==> src/rtl/oled_spi_receiver.sv <==
// Display-side endpoint for the OLED serial link (nCS, DnC, SCLK, SDIN).
// Synchronises the four serial lines into the Clock domain and deserialises
// MSB-first bytes tagged as command or data.
// Received bytes sit in a small first-word-fall-through FIFO behind a
// valid/ready handshake.
module oled_spi_receiver #(
   parameter int FIFO_DEPTH  = 4,
   parameter int SYNC_STAGES = 2
) (
   input  logic        Clock,
   input  logic        Reset,
   input  logic        nCS,
   input  logic        SCLK,
   input  logic        SDIN,
   input  logic        DnC,
   output logic [7:0]  RxData,
   output logic        RxIsData,
   output logic        RxValid,
   input  logic        RxReady,
   output logic        FrameError,
   output logic        Overflow,
   output logic [15:0] ByteCount
);

   localparam int PtrW = $clog2(FIFO_DEPTH);
   localparam int CntW = PtrW + 1;

   // Bit order inside a sync word: {nCS, SCLK, SDIN, DnC}; idle is nCS high, rest low.
   localparam logic [3:0] SyncIdle = 4'b1000;

   typedef enum logic {IDLE, SHIFT} state_t;

   logic [3:0]      syncReg [SYNC_STAGES];
   logic [3:0]      pinsNow;
   logic            ncsSync, sclkSync, sdinSync, dncSync;
   logic            ncsPrevReg, sclkPrevReg;
   logic            ncsRise, sclkRise;
   state_t          stateReg, stateNext;
   logic            shiftEn, frameErrNext;
   logic [2:0]      bitCntReg;
   logic [7:0]      shiftReg;
   logic            push, pop, pushOk, fifoFull;
   logic [7:0]      pushByte;
   logic [8:0]      fifoMem [FIFO_DEPTH];
   logic [PtrW-1:0] wrPtrReg, rdPtrReg;
   logic [CntW-1:0] countReg;
   logic [8:0]      headWord;
   logic            frameErrReg, overflowReg;
   logic [15:0]     byteCountReg;

   assign pinsNow = {nCS, SCLK, SDIN, DnC};

   // First synchroniser stage captures the raw pins.
   always_ff @(posedge Clock) begin
      if (Reset) syncReg[0] <= SyncIdle;
      else       syncReg[0] <= pinsNow;
   end

   genvar gi;
   generate
      for (gi = 1; gi < SYNC_STAGES; gi++) begin : gSync
         // Remaining synchroniser stages, all reset to the idle line levels.
         always_ff @(posedge Clock) begin
            if (Reset) syncReg[gi] <= SyncIdle;
            else       syncReg[gi] <= syncReg[gi-1];
         end
      end
   endgenerate

   assign {ncsSync, sclkSync, sdinSync, dncSync} = syncReg[SYNC_STAGES-1];

   // Delayed copies of synced nCS and SCLK for edge detection.
   always_ff @(posedge Clock) begin
      if (Reset) begin
         ncsPrevReg  <= 1'b1;
         sclkPrevReg <= 1'b0;
      end else begin
         ncsPrevReg  <= ncsSync;
         sclkPrevReg <= sclkSync;
      end
   end

   assign ncsRise  = ncsSync & ~ncsPrevReg;
   assign sclkRise = sclkSync & ~sclkPrevReg;

   // Frame state register.
   always_ff @(posedge Clock) begin
      if (Reset) stateReg <= IDLE;
      else       stateReg <= stateNext;
   end

   // Next state and shift strobe; a deselect wins over a coincident SCLK edge.
   always_comb begin
      stateNext    = stateReg;
      shiftEn      = 1'b0;
      frameErrNext = 1'b0;
      case (stateReg)
         IDLE: begin
            if (!ncsSync) stateNext = SHIFT;
         end
         SHIFT: begin
            if (ncsSync) begin
               stateNext    = IDLE;
               frameErrNext = ncsRise && (bitCntReg != 3'd0);
            end else if (sclkRise) begin
               shiftEn = 1'b1;
            end
         end
         default: stateNext = IDLE;
      endcase
   end

   // Bit counter and shift register; the counter is held at zero outside a frame.
   always_ff @(posedge Clock) begin
      if (Reset) begin
         bitCntReg <= 3'd0;
         shiftReg  <= 8'd0;
      end else begin
         if (stateReg != SHIFT || ncsSync) bitCntReg <= 3'd0;
         else if (shiftEn)                 bitCntReg <= bitCntReg + 3'd1;
         if (shiftEn) shiftReg <= {shiftReg[6:0], sdinSync};
      end
   end

   // The eighth edge completes a byte and pushes it in the same cycle.
   assign push     = shiftEn && (bitCntReg == 3'd7);
   assign pushByte = {shiftReg[6:0], sdinSync};
   assign fifoFull = (countReg == CntW'(FIFO_DEPTH));
   assign pop      = RxValid && RxReady;
   assign pushOk   = push && (!fifoFull || pop);

   // FIFO storage; written only on accepted pushes.
   always_ff @(posedge Clock) begin
      if (pushOk) fifoMem[wrPtrReg] <= {dncSync, pushByte};
   end

   // FIFO pointers and occupancy; pointers wrap because the depth is a power of two.
   always_ff @(posedge Clock) begin
      if (Reset) begin
         wrPtrReg <= '0;
         rdPtrReg <= '0;
         countReg <= '0;
      end else begin
         if (pushOk) wrPtrReg <= wrPtrReg + 1'b1;
         if (pop)    rdPtrReg <= rdPtrReg + 1'b1;
         case ({pushOk, pop})
            2'b10:   countReg <= countReg + 1'b1;
            2'b01:   countReg <= countReg - 1'b1;
            default: countReg <= countReg;
         endcase
      end
   end

   // Status: one-cycle frame error pulse, sticky overflow, accepted byte count.
   always_ff @(posedge Clock) begin
      if (Reset) begin
         frameErrReg  <= 1'b0;
         overflowReg  <= 1'b0;
         byteCountReg <= 16'd0;
      end else begin
         frameErrReg <= frameErrNext;
         if (push && fifoFull && !pop) overflowReg <= 1'b1;
         if (pushOk) byteCountReg <= byteCountReg + 16'd1;
      end
   end

   // Head of FIFO is shown directly; forced to zero while empty.
   assign headWord   = fifoMem[rdPtrReg];
   assign RxValid    = (countReg != '0);
   assign RxData     = RxValid ? headWord[7:0] : 8'd0;
   assign RxIsData   = RxValid ? headWord[8] : 1'b0;
   assign FrameError = frameErrReg;
   assign Overflow   = overflowReg;
   assign ByteCount  = byteCountReg;

endmodule

==> config.mk <==
export PLATFORM = sky130hd
export DESIGN_NAME = oled_spi_receiver
export DESIGN_NICKNAME = d
export VERILOG_FILES = /design/src/rtl/oled_spi_receiver.sv
export SDC_FILE = /design/constraint.sdc
export NUM_CORES = 1
export LEC_CHECK = 0
export BUFFER_PORTS_ARGS = -buffer_cell sky130_fd_sc_hd__buf_2
export CAP_MARGIN = 20
export CORE_MARGIN = 3
export CORE_UTILIZATION = 62
export DETAILED_ROUTE_END_ITERATION = 10
export PLACE_DENSITY = 0.81
export SLEW_MARGIN = 20
export SYNTH_ARGS = -nofsm -noshare
export SYNTH_HDL_FRONTEND = slang
export SYNTH_SLANG_ARGS = --single-unit
==> constraint.sdc <==
create_clock -name Clock -period 3.8 [get_ports Clock]
set_input_delay 1.14 -clock Clock [delete_from_list [all_inputs] [get_ports Clock]]
set_output_delay 1.14 -clock Clock [all_outputs]
set_load 0.05 [all_outputs]
==> flow_metrics.env, run 1 <==
export IMPL_drt_pass1_iterations=4
export IMPL_layout_min_cycle_time_ns=3.16
export IMPL_cts_max_level=3
export IMPL_maxCapViolations=0
export IMPL_wl_per_cell_microns=15.0
export IMPL_postCtsSetupBuffers=0
export IMPL_ctsLongestPathBuffers=2
export IMPL_max_freq_mhz=317
export IMPL_start_util_pct=66.5
export IMPL_drc=0
export IMPL_hold_start="ncsPrevReg$_SDFF_PP1_"
export IMPL_num_vias=2213
export IMPL_tightest_slew_ns=0.876
export IMPL_antenna_cells=0
export IMPL_cts_tree="built"
export IMPL_slew_viol_final=0
export IMPL_antenna_found_initial=0
export IMPL_end_kind="primary output"
export IMPL_grt_usage_pct=20.6
export IMPL_setup_tns_final_ns=0
export IMPL_syn_to_final_growth_pct=11.2
export IMPL_die_h_microns=81.2
export IMPL_ant_nets=0
export IMPL_grt_first_pass_wirelength_mm=10.0
export IMPL_hold_violations=0
export IMPL_cts_root_buf="clkbuf_8"
export IMPL_ys_warn_count=0
export IMPL_vias_per_cell=5.60
export IMPL_yosysMostFrequentCell="dfxtp_1"
export IMPL_ys_flop_type="dfxtp_1"
export IMPL_drive_gt1_share_pct=22.2
export IMPL_setup_violations_final=0
export IMPL_fin_crit_sh_pct=83.1
export IMPL_crit_fanout=9
export IMPL_grt_max_degree=53
export IMPL_reg2reg_from="bitCntReg[0]$_SDFFE_PP0P_"
export IMPL_cts_clk_slew_worst_paths_ns=0.08
export IMPL_drtIter0Drc=178
export IMPL_synth_edf_count=36
export IMPL_die_area_sq_mm=0.00659
export IMPL_syn_avg_cell_area_sq_um=12.2
export IMPL_synth_top_cell_area_share_pct=30.8
export IMPL_port_buffers=34
export IMPL_startpoint_type="register"
export IMPL_synth_seq_cells=84
export IMPL_grt_ovfl_total=0
export IMPL_cts_resized=0
export IMPL_p_leak_uw=0.00147
export IMPL_cts_hold_buffers=0
export IMPL_crit_required_ns=2.66
export IMPL_synth_fp_nets=304
export IMPL_stdcell_area_sq_mm=0.00390
export IMPL_grt_pass1_vias=2129
export IMPL_clk_latency_ns=0.35
export IMPL_routabilityCongestion=0.722
export IMPL_async_flop_share_pct=0
export IMPL_setup_worst_path_class="register to primary output"
export IMPL_synth_top_cell_by_area="edfxtp_1"
export IMPL_multiInputGateArea_sq_mm=0.00135
export IMPL_syn_area_sq_mm=0.00350
export IMPL_status="complete, no violations"
export IMPL_dieWidth_microns=81.2
export IMPL_worstHoldPathType="register to register"
export IMPL_ys_seq_area_share_pct=58.3
export IMPL_power_density_mw_per_mm2=418
export IMPL_synth_common_cells="48 x dfxtp_1, 36 x edfxtp_1, 30 x nand2_1"
export IMPL_nFillCells=368
export IMPL_seqCellArea_sq_mm=0.00204
export IMPL_fin_skew_ns=0.00723
export IMPL_drt_wl_total_mm=5.93
export IMPL_cts_buffers=9
export IMPL_dp_hpwl_mm=3.84
export IMPL_ir_drop_uv=246
export IMPL_netlist_top_cells_area="edfxtp_1 31%, dfxtp_1 27%, mux4_2 5.8%"
export IMPL_core_area_sq_mm=0.00527
export IMPL_rsz0062_at_grt="no"
export IMPL_ys_types=48
export IMPL_clock_sinks=84
export IMPL_postSynthCellCount=288
export IMPL_io_pins=35
export IMPL_nets=336
export IMPL_relSlewSlack_pct=41.6
export IMPL_rows=26
export IMPL_placed_area_sq_mm=0.00369
export IMPL_crit_arrival_ns=2.02
==> path summary, 6_finish.rpt <==
path | to | slack [ns] | depth (start not counted)
setup / recovery | RxData[4] | 0.64 | 3
setup reg to reg | countReg[2]$_SDFFE_PP0P_ | 1.28 | 8
hold reg to reg | FrameError$_SDFF_PP0_ | 0.42 | 1
hold / removal | FrameError$_SDFF_PP0_ | 0.42 | 1
==> per-layer routing <==
| layer | share of wire, % | global-route usage [%] | vias to the layer above | wire [microns] |
|---|---|---|---|---|
| met4 | 1.6 | 10.5 | 0 | 94 |
| met5 | 0 | 0 | - | 0 |
| li1 | - | - | 1095 | - |
| met3 | 4.0 | 4.55 | 10 | 240 |
| met1 | 46 | 27.5 | 1062 | 2730 |
| met2 | 48 | 31.9 | 46 | 2860 |
==> critical path, cell delays in order (launching register included) <==
cell and delay, ns:
dfxtp_1 0.71, mux4_2 0.59, and2_1 0.17, buf_2 0.20
==> cells in the final DEF (no fill, tap or decap), types with 2 or more instances in the layout <==
cell,instances
mux4_2,9
clkbuf_8,9
ha_1,8
nand2_1,30
nand3_1,4
or4_1,5
o21ai_1,2
o21ai_0,7
dfxtp_1,48
and2_1,13
or2_2,2
or4b_1,2
nand4_1,4
nor2_1,21
or3_1,5
o31ai_1,2
inv_1,10
a21oi_1,16
nand4_2,2
a31oi_1,2
and3_1,5
buf_2,34
mux2i_1,2
edfxtp_1,36
nand4_4,2
xor2_1,7
clkbuf_1,3
nor4b_1,2
nor2b_1,12
bufinv_16,2
==> registers in the layout (all words and copies together) (netlist names), named ones only <==
name	cells
Overflow	1
stateReg	1
syncReg	8
ncsPrevReg	1
sclkPrevReg	1
wrPtrReg	2
ByteCount	16
FrameError	1
countReg	3
rdPtrReg	2
fifoMem	36
shiftReg	7
bitCntReg	3
==> where the power goes <==
group	internal [uW]	switching, uW	total [uW]
registers	938	2.35	940
clock network	372	297	670
logic	6.19	11.6	17.8
total	1320	311	1630
==> cells by family (layout without fill, tap and decap cells) <==
| kind of cell | Yosys count | count (layout) | synth area share (%) |
|---|---|---|---|
| adders and majority gates | 9 | 9 | 3.43 |
| muxes | 14 | 14 | 7.43 |
| AOI/OAI and AO/OA | 33 | 33 | 5.46 |
| buffers and inverters | 23 | 60 | 3.14 |
| xor gates and xnor gates | 8 | 8 | 2.00 |
| and+or+nand+nor | 117 | 117 | 20.3 |
| DFF | 84 | 84 | 58.3 |
==> final cells by class <==
type | instances | area share, %
Tap cell | 70 | 2.25
Timing Repair Buffer | 34 | 4.36
Clock buffer | 12 | 3.47
Sequential cell | 84 | 52.4
Inverter | 10 | 0.963
Clock inverter | 4 | 1.89
Multi-Input combinational cell | 181 | 34.7
==> stage by stage <==
| stage | worst slack, ns | utilization (%) | total power, uW | instances | hold WS [ns] |
|---|---|---|---|---|---|
| 6_report | 0.642 | 74.0 | 1630 | 395 | 0.417 |
| 3_5_place_dp | 0.862 | 70.0 | 979 | 379 | 0.401 |
| 3_3_place_gp | 0.957 | 70.0 | 978 | 379 | 0.400 |
| 5_1_grt | 0.474 | 74.0 | 1680 | 395 | 0.446 |
| 4_1_cts | 0.586 | 74.0 | 1640 | 395 | 0.418 |
| 2_1_floorplan | 1.03 | - | 973 | 288 | 0.377 |
No activity file was read; power rests on OpenSTA's default activity.
==> run 2: changes to the inputs <==
--- a/config.mk
+++ b/config.mk
@@ -8,9 +8,9 @@
 export BUFFER_PORTS_ARGS = -buffer_cell sky130_fd_sc_hd__buf_2
 export CAP_MARGIN = 20
 export CORE_MARGIN = 3
-export CORE_UTILIZATION = 62
+export CORE_UTILIZATION = 52
 export DETAILED_ROUTE_END_ITERATION = 10
-export PLACE_DENSITY = 0.81
+export PLACE_DENSITY = 0.72
 export SLEW_MARGIN = 20
 export SYNTH_ARGS = -nofsm -noshare
 export SYNTH_HDL_FRONTEND = slang
==> constraint.sdc (replaced) <==
create_clock -name Clock -period 2.6 [get_ports Clock]
set_input_delay 0.78 -clock Clock [delete_from_list [all_inputs] [get_ports Clock]]
set_output_delay 0.78 -clock Clock [all_outputs]
set_load 0.05 [all_outputs]
==> run 2 against run 1 <==
Against the previous run: global-route usage decreased by 3.8 points; setup slack got worse by 0.55 ns; non-clock buffer count increased by 5; largest power group unchanged.
==> flow_metrics.env, run 2 (synthesized netlist as in run 1, its figures left out) <==
export IMPL_status="complete, no violations"
export IMPL_worstHoldPathType="register to register"
export IMPL_rrSetupSlack_ns=0.22
export IMPL_p_leak_uw=0.00149
export IMPL_relSlewSlack_pct=40.4
export IMPL_setup_worst_path_class="register to primary output"
export IMPL_end_kind="primary output"
export IMPL_r2r_end="countReg[2]$_SDFFE_PP0P_"
export IMPL_drt_pass1_iterations=5
export IMPL_cts_buffers=9
export IMPL_dp_hpwl_mm=3.86
export IMPL_start_util_pct=54.6
export IMPL_routabilityCongestion=0.843
export IMPL_ir_drop_uv=275
export IMPL_layout_setup_ws_ns=0.0917
export IMPL_r2r_cells=7
export IMPL_layout_commonest_cell="dfxtp_1"
export IMPL_io_pins=35
export IMPL_wl_per_cell_microns=14.7
export IMPL_hold_violations=0
export IMPL_nets=341
export IMPL_final_cell_mix="46 x dfxtp_1, 36 x edfxtp_1, 33 x buf_2"
export IMPL_min_to="FrameError$_SDFF_PP0_"
export IMPL_regMostFlops="fifoMem"
export IMPL_slowest_delay_ns=0.50
export IMPL_stdcell_area_sq_mm=0.00396
export IMPL_power_density_mw_per_mm2=575
export IMPL_clock_sinks=84
export IMPL_grt_usage_pct=16.9
export IMPL_hold_depth=1
export IMPL_drt_wl_total_mm=5.98
export IMPL_die_area_sq_mm=0.00776
export IMPL_dieWidth_microns=88.1
export IMPL_maxCapViolations=0
export IMPL_core_area_sq_mm=0.00642
export IMPL_startpoint_type="register"
export IMPL_placed_area_sq_mm=0.00373
export IMPL_tightest_slew_ns=0.894
export IMPL_ant_nets=0
export IMPL_fin_crit_sh_pct=96.5
export IMPL_cts_hold_buffers=0
export IMPL_crit_required_ns=1.82
export IMPL_final_util_pct=61.7
export IMPL_fin_skew_ns=0.0148
export IMPL_pre_cts_slack_ns=0.00843
export IMPL_postCtsSetupBuffers=0
export IMPL_drtIter0Drc=66
export IMPL_grt_max_degree=53
export IMPL_rsz0062_at_grt="no"
export IMPL_cts_root_buf="clkbuf_8"
export IMPL_grt_pass1_vias=2064
export IMPL_layout_min_cycle_time_ns=2.51
export IMPL_grt_ovfl_total=0
export IMPL_hold_start="ncsPrevReg$_SDFF_PP1_"
export IMPL_setup_tns_final_ns=0
export IMPL_grt_first_pass_wirelength_mm=9.76
export IMPL_nFillCells=538
export IMPL_drc=0
export IMPL_largest_register_ffs=36
export IMPL_crit_slowest_cell="mux4_2"
export IMPL_antenna_cells=0
export IMPL_setup_violations_final=0
export IMPL_ctsLongestPathBuffers=2
export IMPL_max_freq_mhz=399
export IMPL_crit_chain="buf_8 > mux4_2 > and2_1 > clkbuf_4"
export IMPL_rows=29
export IMPL_vias_per_cell=5.46
export IMPL_die_h_microns=88.1
export IMPL_num_vias=2224
export IMPL_drive_gt1_share_pct=24.8
export IMPL_crit_fanout=5
export IMPL_antenna_found_initial=0
export IMPL_cts_max_level=3
export IMPL_cts_clk_slew_worst_paths_ns=0.09
export IMPL_reg2reg_from="syncReg[1][3]$_SDFF_PP1_"
export IMPL_slew_viol_final=0
export IMPL_port_buffers=34
export IMPL_clk_latency_ns=0.36
export IMPL_syn_to_final_growth_pct=13.0
export IMPL_cts_tree="built"
export IMPL_total_power_uw=2280
export IMPL_crit_arrival_ns=1.73
[run 2: cell type report]
| class | instances | area [sq um] | share of cell area (%) |
|---|---|---|---|
| tap | 77 | 96.3 | 2.43 |
| clock buffer | 9 | 124 | 3.13 |
| multi-input combinational | 181 | 1350 | 34.1 |
| inverter | 10 | 37.5 | 0.948 |
| timing repair buffer | 39 | 235 | 5.94 |
| sequential | 84 | 2050 | 51.7 |
| clock inverter | 7 | 68.8 | 1.74 |
[run 2: stage by stage]
step | hold slack, ns | cells
2_1_floorplan | 0.377 | 288
3_3_place_gp | 0.391 | 390
3_5_place_dp | 0.397 | 390
4_1_cts | 0.403 | 406
5_1_grt | 0.415 | 407
6_report | 0.407 | 407
[run 2: metal layers]
metal | GRT usage [%] | vias to the layer above | wire [microns]
li1 | - | 1101 | -
met1 | 20.9 | 1076 | 2730
met2 | 27.8 | 40 | 2920
met3 | 3.29 | 7 | 252
met4 | 9.20 | 0 | 74
met5 | 0 | - | 0
[run 2: worst max path at each step]
| stage | startpoint | end | slack [ns] | depth (start not counted) |
|---|---|---|---|---|
| after floorplan | countReg[0]$_SDFFE_PP0P_ | RxData[0] | 0.19 | 3 |
| after global placement | RxReady | countReg[2]$_SDFFE_PP0P_ | 0.20 | 9 |
| after detailed placement | RxReady | countReg[2]$_SDFFE_PP0P_ | 0.008 | 8 |
| after CTS | register | RxData[1] | 0.04 | 4 |
| after global routing | register | RxData[0] | 0.009 | 4 |
| final | register | RxData[0] | 0.09 | 4 |
[run 2: timing repair]
action | CTS | global route
gates cloned | 0 | 1
endpoints found under the setup margin | 2 | 5
gates resized for setup | 1 | 5
[run 2: worst max-delay path, delay by kind of cell (launching register included)]
kind                   cells  cell delay [ns]
buffers and inverters      2             0.33
muxes                      1             0.50
DFF                        1             0.38
and+or+nand+nor            1             0.16
[run 2: power breakdown]
| part | internal (uW) | switching [uW] | total (uW) |
|---|---|---|---|
| clock | 369 | 507 | 876 |
| sequential | 1370 | 3.26 | 1370 |
| combinational | 10.2 | 17.6 | 27.7 |
| total | 1750 | 528 | 2280 |
==> run 3: changes to the inputs <==
--- a/config.mk
+++ b/config.mk
@@ -10,6 +10,7 @@
 export CORE_MARGIN = 3
 export CORE_UTILIZATION = 52
 export DETAILED_ROUTE_END_ITERATION = 10
+export MAX_ROUTING_LAYER = met4
 export PLACE_DENSITY = 0.72
 export SLEW_MARGIN = 20
 export SYNTH_ARGS = -nofsm -noshare
==> run 3 against run 2 <==
Against the previous run: critical path type unchanged; sequential power about the same; critical path depth unchanged; count of clock-buffer cells in the layout unchanged; sequential share of layout area stayed put; sequential cell count stayed put; cell area is the same; combinational power hardly changed; register-to-register slack about the same; cell count unchanged; setup slack barely moved; clock power hardly changed.
==> flow_metrics.env, run 3 (synthesized netlist as in run 1, its figures left out) <==
export IMPL_fin_cells=407
export IMPL_cts_clk_slew_worst_paths_ns=0.09
export IMPL_core_area_sq_mm=0.00642
export IMPL_grt_first_pass_wirelength_mm=9.77
export IMPL_p_leak_uw=0.00149
export IMPL_r2r_cells=7
export IMPL_cts_max_level=3
export IMPL_r2r_end="countReg[2]$_SDFFE_PP0P_"
export IMPL_cts_buffers=9
export IMPL_crit_cells=4
export IMPL_fin_skew_ns=0.0143
export IMPL_io_pins=35
export IMPL_drt_wl_total_mm=5.98
export IMPL_cts_tree="built"
export IMPL_drive_gt1_share_pct=24.8
export IMPL_dieWidth_microns=88.1
export IMPL_setup_tns_final_ns=0
export IMPL_tightest_slew_ns=0.905
export IMPL_drtIter0Drc=81
export IMPL_setup_worst_path_class="register to primary output"
export IMPL_postCtsSetupBuffers=0
export IMPL_ctsLongestPathBuffers=2
export IMPL_final_cell_mix="46 x dfxtp_1, 36 x edfxtp_1, 33 x buf_2"
export IMPL_die_area_sq_mm=0.00776
export IMPL_clock_sinks=84
export IMPL_drt_pass1_iterations=4
export IMPL_dp_hpwl_mm=3.86
export IMPL_slowest_delay_ns=0.50
export IMPL_syn_to_final_growth_pct=13.0
export IMPL_port_buffers=34
export IMPL_crit_fanout=5
export IMPL_cts_hold_buffers=0
export IMPL_layout_min_cycle_time_ns=2.51
export IMPL_layout_commonest_cell="dfxtp_1"
export IMPL_rows=29
export IMPL_power_density_mw_per_mm2=575
export IMPL_endpoint="RxData[0]"
export IMPL_relSlewSlack_pct=39.7
export IMPL_nets=341
export IMPL_clk_latency_ns=0.35
export IMPL_setup_violations_final=0
export IMPL_grt_ovfl_total=0
export IMPL_end_kind="primary output"
export IMPL_rsz0062_at_grt="no"
export IMPL_start_util_pct=54.6
export IMPL_fin_crit_sh_pct=96.5
export IMPL_vias_per_cell=5.44
export IMPL_grt_usage_pct=17.4
export IMPL_pre_cts_slack_ns=0.00843
export IMPL_critPathTopFamily="multiplexers"
export IMPL_startpoint_type="register"
export IMPL_grt_max_degree=53
export IMPL_crit_required_ns=1.82
export IMPL_cts_root_buf="clkbuf_8"
export IMPL_drc=0
export IMPL_wl_per_cell_microns=14.7
export IMPL_ir_drop_uv=276
export IMPL_die_h_microns=88.1
export IMPL_max_freq_mhz=399
export IMPL_path_buf_inv=2
export IMPL_status="complete, no violations"
export IMPL_grt_pass1_vias=2061
export IMPL_rrSetupSlack_ns=0.21
export IMPL_crit_chain="buf_8 > mux4_2 > and2_1 > clkbuf_4"
export IMPL_antenna_found_initial=0
export IMPL_slew_viol_final=0
export IMPL_routabilityCongestion=0.856
export IMPL_reg2reg_from="syncReg[1][3]$_SDFF_PP1_"
export IMPL_maxCapViolations=0
export IMPL_layout_setup_ws_ns=0.0920
export IMPL_hold_violations=0
export IMPL_largest_register_ffs=36
export IMPL_antenna_cells=0
export IMPL_regMostFlops="fifoMem"
export IMPL_ant_nets=0
export IMPL_total_power_uw=2280
export IMPL_crit_arrival_ns=1.73
export IMPL_worstHoldPathType="register to register"
export IMPL_crit_slowest_cell="mux4_2"
export IMPL_num_vias=2213
export IMPL_dp_cells=390
export IMPL_nFillCells=538
run 3: cell counts in the layout (fill, tap and decap cells not counted):
No cell type changed its count.
run 3: layer usage:
layer	share of wire (%)	global-route usage [%]	vias up
met5	0	-	-
met3	4.2	3.20	7
met2	48	27.8	44
met1	46	21.0	1059
met4	1.3	9.20	0
li1	-	-	1103
run 3: worst min-delay path by stage:
| stage | start | endpoint | slack, ns | cells after the start |
|---|---|---|---|---|
| finish | ncsPrevReg$_SDFF_PP1_ | FrameError$_SDFF_PP0_ | 0.41 | 1 |
| floorplan | ncsPrevReg$_SDFF_PP1_ | FrameError$_SDFF_PP0_ | 0.38 | 1 |
| CTS | ncsPrevReg$_SDFF_PP1_ | FrameError$_SDFF_PP0_ | 0.40 | 1 |
| detailed placement | syncReg[0][3]$_SDFF_PP1_ | syncReg[1][3]$_SDFF_PP1_ | 0.40 | 1 |
| global placement | syncReg[0][3]$_SDFF_PP1_ | syncReg[1][3]$_SDFF_PP1_ | 0.39 | 1 |
| global route | ncsPrevReg$_SDFF_PP1_ | FrameError$_SDFF_PP0_ | 0.42 | 1 |
run 3: power breakdown:
| part | internal (uW) | total [uW] | switching, uW | leakage (uW) |
|---|---|---|---|---|
| combinational | 10.2 | 27.9 | 17.7 | 0.000692 |
| clock | 369 | 878 | 508 | 0.0000911 |
| sequential | 1370 | 1370 | 3.25 | 0.000708 |
| total | 1750 | 2280 | 529 | 0.00149 |
run 3: timing repair:
item,in CTS,in global routing
setup endpoints to repair,2,5
cloned,0,1
resized for setup,1,5
run 3: final cells by class:
type,count,area (sq um),area share (%)
tap,77,96.3,2.43
sequential,84,2050,51.7
clock buffer,9,124,3.13
timing repair buffer,39,235,5.94
clock inverter,7,68.8,1.74
inverter,10,37.5,0.948
multi-input combinational,181,1350,34.1
run 3: through the flow:
stage / hold slack [ns] / area [sq um] / utilization (%)
after CTS: 0.403 / 3930 / 61.1
after global placement: 0.391 / 3730 / 58.1
after floorplan: 0.377 / 3500 / -
final: 0.407 / 3960 / 61.7
after detailed placement: 0.397 / 3730 / 58.1
after global routing: 0.415 / 3960 / 61.7
